File: config.mk
export PLATFORM = sky130hd
export DESIGN_NAME = edc_scrub_arb
export DESIGN_NICKNAME = d
export VERILOG_FILES = /design/src/rtl/edc_scrub_arb.sv
export SDC_FILE = /design/constraint.sdc
export NUM_CORES = 1
export LEC_CHECK = 0
export BUFFER_PORTS_ARGS = -buffer_cell sky130_fd_sc_hd__buf_4
export CAP_MARGIN = 15
export CORE_AREA = 8 8 253 255
export DETAILED_ROUTE_END_ITERATION = 7
export DIE_AREA = 0 0 261 263
export GPL_ROUTABILITY_DRIVEN = 0
export PLACE_DENSITY = 0.41
export SKIP_CTS_REPAIR_TIMING = 1
export SYNTH_ARGS = -nofsm -noshare
export SYNTH_HDL_FRONTEND = slang
export SYNTH_SLANG_ARGS = --single-unit
File: constraint.sdc
create_clock -name i_clk -period 4.2 [get_ports i_clk]
set_clock_uncertainty 0.1 [all_clocks]
set_input_delay 0.21 -clock i_clk [delete_from_list [all_inputs] [get_ports i_clk]]
set_output_delay 0.21 -clock i_clk [all_outputs]
set_load 0.005 [all_outputs]
File: src/rtl/edc_scrub_arb.sv
// edc_scrub_arb: shares the single Wishbone path into the EDC/main-memory
// block between the host bus and a background scrubber. The scrubber reads
// each 128-bit word through the ECC corrector, writes corrected data back on
// a correctable error, and keeps saturating error statistics.
module edc_scrub_arb #(
   parameter int          WB_DWIDTH      = 128,
   parameter int          WB_SWIDTH      = 16,
   parameter int          SCRUB_INTERVAL = 1024,
   parameter logic [31:0] LIMIT_128MB    = 32'h0800_0000,
   parameter logic [31:0] LIMIT_32MB     = 32'h0200_0000
) (
   input  logic                 i_clk,
   input  logic                 i_rst_n,
   input  logic                 i_mem_ctrl,
   input  logic                 i_scrub_en,
   input  logic                 i_clr_count,
   input  logic [31:0]          i_wb_adr,
   input  logic [WB_SWIDTH-1:0] i_wb_sel,
   input  logic                 i_wb_we,
   input  logic [WB_DWIDTH-1:0] i_wb_dat,
   input  logic                 i_wb_cyc,
   input  logic                 i_wb_stb,
   output logic [WB_DWIDTH-1:0] o_wb_dat,
   output logic                 o_wb_ack,
   output logic                 o_wb_err,
   output logic [31:0]          o_edc_adr,
   output logic [WB_SWIDTH-1:0] o_edc_sel,
   output logic                 o_edc_we,
   output logic [WB_DWIDTH-1:0] o_edc_dat,
   output logic                 o_edc_cyc,
   output logic                 o_edc_stb,
   input  logic [WB_DWIDTH-1:0] i_edc_dat,
   input  logic                 i_edc_ack,
   input  logic                 i_edc_err,
   input  logic                 i_edc_ce,
   output logic [15:0]          o_ce_count,
   output logic [15:0]          o_ue_count,
   output logic                 o_pass_done
);

   localparam int              CNT_W     = (SCRUB_INTERVAL > 2) ? $clog2(SCRUB_INTERVAL) : 1;
   localparam logic [CNT_W-1:0] CNT_LAST = CNT_W'(SCRUB_INTERVAL - 1);
   localparam logic [31:0]     ADDR_STEP = 32'(WB_DWIDTH / 8);

   typedef enum logic [1:0] {IDLE, HOST, SCR_RD, SCR_WB} state_t;

   state_t               state_q, state_d;
   logic [31:0]          scrub_addr_q, scrub_addr_d;
   logic [CNT_W-1:0]     ivl_cnt_q, ivl_cnt_d;
   logic                 scrub_pend_q, scrub_pend_d;
   logic [WB_DWIDTH-1:0] wb_buf_q, wb_buf_d;
   logic [15:0]          ce_cnt_q, ce_cnt_d;
   logic [15:0]          ue_cnt_q, ue_cnt_d;
   logic                 pass_done_q, pass_done_d;

   logic                 edc_done;
   logic [31:0]          addr_inc;
   logic [31:0]          addr_limit;
   logic                 scrub_take;
   logic                 advance;
   logic                 ce_inc;
   logic                 ue_inc;

   assign edc_done   = i_edc_ack | i_edc_err;
   assign addr_inc   = scrub_addr_q + ADDR_STEP;
   assign addr_limit = i_mem_ctrl ? LIMIT_32MB : LIMIT_128MB;

   // Arbitration FSM: next state, EDC request and host response muxing.
   always_comb begin
      // NOTE: every signal driven here gets a default first, so no path can
      // leave one unassigned and infer a latch.
      state_d    = state_q;
      wb_buf_d   = wb_buf_q;
      scrub_take = 1'b0;
      advance    = 1'b0;
      ce_inc     = 1'b0;
      ue_inc     = 1'b0;
      o_edc_adr  = '0;
      o_edc_sel  = '0;
      o_edc_we   = 1'b0;
      o_edc_dat  = '0;
      o_edc_cyc  = 1'b0;
      o_edc_stb  = 1'b0;
      o_wb_dat   = '0;
      o_wb_ack   = 1'b0;
      o_wb_err   = 1'b0;

      case (state_q)
         IDLE: begin
            // A pending scrub always beats the host, bounding host wait to one op.
            if (scrub_pend_q) begin
               scrub_take = 1'b1;
               state_d    = SCR_RD;
            end else if (i_wb_cyc && i_wb_stb) begin
               state_d = HOST;
            end
         end
         HOST: begin
            o_edc_adr = i_wb_adr;
            o_edc_sel = i_wb_sel;
            o_edc_we  = i_wb_we;
            o_edc_dat = i_wb_dat;
            o_edc_cyc = i_wb_cyc;
            o_edc_stb = i_wb_stb;
            o_wb_dat  = i_edc_dat;
            o_wb_ack  = i_edc_ack;
            o_wb_err  = i_edc_err;
            if (!i_wb_cyc || edc_done) state_d = IDLE;
         end
         SCR_RD: begin
            o_edc_adr = scrub_addr_q;
            o_edc_sel = '1;
            o_edc_cyc = 1'b1;
            o_edc_stb = 1'b1;
            if (i_edc_ack) wb_buf_d = i_edc_dat;
            if (i_edc_err) begin
               ue_inc  = 1'b1;
               advance = 1'b1;
               state_d = IDLE;
            end else if (i_edc_ack) begin
               if (i_edc_ce) begin
                  ce_inc  = 1'b1;
                  state_d = SCR_WB;
               end else begin
                  advance = 1'b1;
                  state_d = IDLE;
               end
            end
         end
         SCR_WB: begin
            o_edc_adr = scrub_addr_q;
            o_edc_sel = '1;
            o_edc_we  = 1'b1;
            o_edc_dat = wb_buf_q;
            o_edc_cyc = 1'b1;
            o_edc_stb = 1'b1;
            if (edc_done) begin
               ue_inc  = i_edc_err;
               advance = 1'b1;
               state_d = IDLE;
            end
         end
         default: state_d = IDLE;
      endcase
   end

   // Scrub pacing, address walk and error statistics.
   always_comb begin
      ivl_cnt_d    = ivl_cnt_q;
      scrub_pend_d = scrub_pend_q & ~scrub_take;
      scrub_addr_d = scrub_addr_q;
      pass_done_d  = 1'b0;
      ce_cnt_d     = ce_cnt_q;
      ue_cnt_d     = ue_cnt_q;

      if (!i_scrub_en) begin
         ivl_cnt_d    = '0;
         scrub_pend_d = 1'b0;
      end else if (state_q == IDLE) begin
         if (ivl_cnt_q == CNT_LAST) begin
            ivl_cnt_d    = '0;
            scrub_pend_d = 1'b1;
         end else begin
            ivl_cnt_d = ivl_cnt_q + 1'b1;
         end
      end

      // The >= compare also catches a range shrink (i_mem_ctrl) mid-pass.
      if (advance) begin
         if (addr_inc >= addr_limit) begin
            scrub_addr_d = '0;
            pass_done_d  = 1'b1;
         end else begin
            scrub_addr_d = addr_inc;
         end
      end

      if (i_clr_count) begin
         ce_cnt_d = '0;
         ue_cnt_d = '0;
      end else begin
         if (ce_inc && ce_cnt_q != 16'hFFFF) ce_cnt_d = ce_cnt_q + 16'd1;
         if (ue_inc && ue_cnt_q != 16'hFFFF) ue_cnt_d = ue_cnt_q + 16'd1;
      end
   end

   // State registers; reset returns to IDLE, which drops o_edc_cyc at once.
   always_ff @(posedge i_clk or negedge i_rst_n) begin
      if (!i_rst_n) begin
         state_q      <= IDLE;
         scrub_addr_q <= '0;
         ivl_cnt_q    <= '0;
         scrub_pend_q <= 1'b0;
         wb_buf_q     <= '0;
         ce_cnt_q     <= '0;
         ue_cnt_q     <= '0;
         pass_done_q  <= 1'b0;
      end else begin
         // NOTE: non-blocking updates so every register samples pre-edge values.
         state_q      <= state_d;
         scrub_addr_q <= scrub_addr_d;
         ivl_cnt_q    <= ivl_cnt_d;
         scrub_pend_q <= scrub_pend_d;
         wb_buf_q     <= wb_buf_d;
         ce_cnt_q     <= ce_cnt_d;
         ue_cnt_q     <= ue_cnt_d;
         pass_done_q  <= pass_done_d;
      end
   end

   assign o_ce_count  = ce_cnt_q;
   assign o_ue_count  = ue_cnt_q;
   assign o_pass_done = pass_done_q;

endmodule
==> summary.md <==
| Metric | Value |
|---|---|
| Status | finished, final reports clean |
| Layout cells sized above 1 | 0.429 |
| Final number of hold-violating endpoints | 0 |
| Final Max Tran Viols | 0 |
| Total GRT Usage | 0.167 |
| Sw Share | 0.339 |
| Area contributors post-synth | dfrtp_1 (41%), mux2_2 (12%), mux2i_1 (11%), and2_1 (7.6%), nor2_1 (6.0%) |
| Sequential share of power | 0.268 |
| Post-synthesis compound-gate area fraction | 0.0844 |
| MaxCap Viol Count | 0 |
| Setup-failing EPs final | 0 |
| Hold Path Class | in2reg |
| Share of flip-flops with an asynchronous set or reset | 1.00 |
| Num CTS Buffers | 29 |
| Latest clock arrival within the worst-skew pair | approximately 0.58 ns |
| Syn nets | 1,599 |
| Hold path depth | 5 |
| DRC | 0 |
| Clk sink count | between 200 and 250 |
| CTS tree | built |
| Post-Syn Area per Cell | between 9 and 10 um^2 |
| Final setup margin | between 0.2 and 0.3 ns |
| Placement Setup Slack | approximately 0.21 ns |
| Per-cell via count in the routed design | ~4.4 |
| Grt ovf | 0 |
| H-tree levels | 1 |
| Reg clk slew, reported paths | 0.06 ns |
| Gate count of the mapped netlist | 1,277 |
| Top cell type's share of synthesized area | 0.409 |
| Die H | approximately 260 um |
| Cell area after synthesis | ~0.012 mm^2 |
| R2R depth | 14 |
| Layout area overhead | 65.8% |
| Worst-Margin Slew | approximately 1.1 ns |
| Setup_tns | 0 ns |
| Iteration count of the initial detailed-routing pass | 5 |
| DRT antenna net count | 0 |
| Ys flop type | dfrtp_1 |
| Seq cells post-synth | a little over 200 |
| Initial Util | 0.206 |
| Number of synthesis warnings | 0 |
| Num ports | 657 |
| Mux cell area share after synthesis | 0.226 |
| Worst-path fanout max | 15 |
| Lkg Pwr | slightly below 0.01 uW |
| Tmin final | a little under 4 ns |
| Largest family of logic cells by synthesized area | multiplexers |
| Leading area contributor after synthesis | dfrtp_1 |
| Initial DRC Count | just under 800 |
| CP endpoint kind | register |
| Unique cell type count in the Yosys netlist | between 50 and 60 |
| Startpoint type of the worst setup path | register |
| F_max | between 0.2 and 0.3 GHz |
| Worst Path Class, Setup | reg2reg |
| HPWL after DPL | between 40 and 50 mm |
| Initial antenna violation count | 6 |
| Crit path arrival time | around 4.3 ns |
| Rows | 90 |
| Peak VDD IR | approximately 0.33 mV |
| Simple-gate share of the synthesized area | 0.212 |
| Logic gate share of total power | 0.424 |
| WL/cell | approximately 22 um |
| Pwr dens | between 400 and 500 mW/mm^2 |
| Net switching power | around 2800 uW |
| Routed via count | 12,529 |
| Die footprint | 0.0686 mm^2 |
| Die width | 261 um |
| Post-synth EDFFs | 0 |
| Core ar. | 0.0599 mm^2 |
| Internal | 5500 uW |
| Largest net degree at the start of global routing | between 100 and 150 |
| Register area share after synthesis | 0.409 |
| Period utilization | 0.931 |
| Root Buffer | clkbuf_16 |
| Drt total wl | just over 60 mm |
| Nets | 2,349 |
| IO buf count | about 660 |
| Clk buf depth | 3 |
| RSZ-0062 raised after global routing | false |
| Xor and xnor area share after synthesis | 0.0262 |
| Clock power frac | 0.307 |
| Req. time, crit path | 4.55 ns |
| Post-Synth Adder-Cell Area | 0.00708 |
| Slew HR | 0.290 |
| Vias in the first global route | 12,792 |
| Global-route wire length before repair | between 80 and 90 mm |
Yosys cell counts (all sizes together), types with 2 or more instances:
cell     count
dfrtp      202
nor2       198
and2       150
mux2i      133
mux2       130
clkbuf      70
nand2       47
a22o        42
buf         30
o21ai       30
nand3       24
nand4       23
a21o        22
xor2        21
and3        18
a21oi       16
xnor2       16
or3         11
inv         10
nor3         9
nor2b        8
nor4         8
ha           7
and4         6
a21boi       5
o31ai        4
a211o        3
a211oi       3
a31oi        3
nand3b       3
or2          3
a22oi        2
o2111ai      2
o211ai       2
o21a         2
o311ai       2
or3b         2
or4          2
critical path, cell delays in order, from the launching register on:
cell and delay (ns):
dfrtp_1 0.50, nand4_1 0.17, or3_1 0.38, nor2_1 0.18
nand3_1 0.16, nor2_1 0.16, and3_1 0.22, xor2_1 0.09
ha_1 0.31, o2111ai_1 0.11, a211o_1 0.30, nor4_2 0.37
a21o_4 0.29, nor2_4 0.13, a221o_1 0.31
cells by family after synthesis:
group           count (synthesis)
xor+xnor                       37
mux                           263
buf+inv                       111
compound gates                144
flops                         202
simple gates                  513
fa+ha+maj                       7
sequential cells by signal, summed over array words and instances, names as in the netlist:
name and flops:
wb_buf_q 128, ivl_cnt_q 10, o_ue_count 16, scrub_pend_q 1, scrub_addr_q 28, o_pass_done 1, state_q 2, o_ce_count 16
metrics by stage:
stage	hold slack, ns	instances	utilization	power [uW]	instance area [um^2]
2_1_floorplan	-0.186	1277	-	3500	12400
3_3_place_gp	0.237	2643	0.303	5770	18100
3_5_place_dp	0.237	2643	0.303	5730	18100
4_1_cts	-0.393	2697	0.320	8390	19100
5_1_grt	0.00352	2835	0.342	8820	20500
6_report	0.00355	2835	0.342	8320	20500
area by class of cell:
class | instances | area (um^2)
clock inverters | 16 | 184
inverters | 11 | 43.8
multi-input cells | 965 | 6890
well taps | 782 | 978
diodes | 3 | 7.51
fillers | 6215 | 39400
flip-flops and latches | 202 | 5060
repair buffers | 818 | 6540
clock buffers | 38 | 810
power by group through the flow:
stage	clock [uW]	combinational (uW)	sequential, uW
3_3_place_gp	0	3510	2260
4_1_cts	2670	3490	2230
5_1_grt	2740	3830	2260
3_5_place_dp	0	3470	2260
6_report	2560	3530	2230
2_1_floorplan	0	1290	2200
final timing paths:
kind / from / to / slack [ns]
worst max-delay path: scrub_addr_q[10] / scrub_addr_q[10] / 0.29
worst min register to register: wb_buf_q[99] / wb_buf_q[99] / 0.40
worst min-delay path: i_edc_ce / state_q[0] / 0.004
max in group asynchronous: i_rst_n / o_ue_count[0] / 2.77
min in group asynchronous: i_rst_n / wb_buf_q[64] / 0.15
worst max register to register: scrub_addr_q[10] / scrub_addr_q[10] / 0.29
cell usage in the layout, fill, tap and decap left out, types with 16 or more instances in the layout:
master         count
buf_4            680
dfrtp_1          201
nor2_1           196
and2_1           150
mux2i_1          133
dlygate4sd3_1    132
mux2_2           130
nand2_1           47
a22o_1            42
clkbuf_16         29
nand4_1           23
nand3_1           23
a21o_1            21
xor2_1            21
and3_1            18
xnor2_1           16
a21oi_1           16
layer usage:
metal  vias up  GRT usage  routed length, um
met1      6102      0.194              24000
li1       5931          -                  -
met5         -          0                 28
met2       420      0.300              31500
met4         4     0.0399               1540
met3        72     0.0484               4500
No activity file was read; power rests on OpenSTA's default activity.
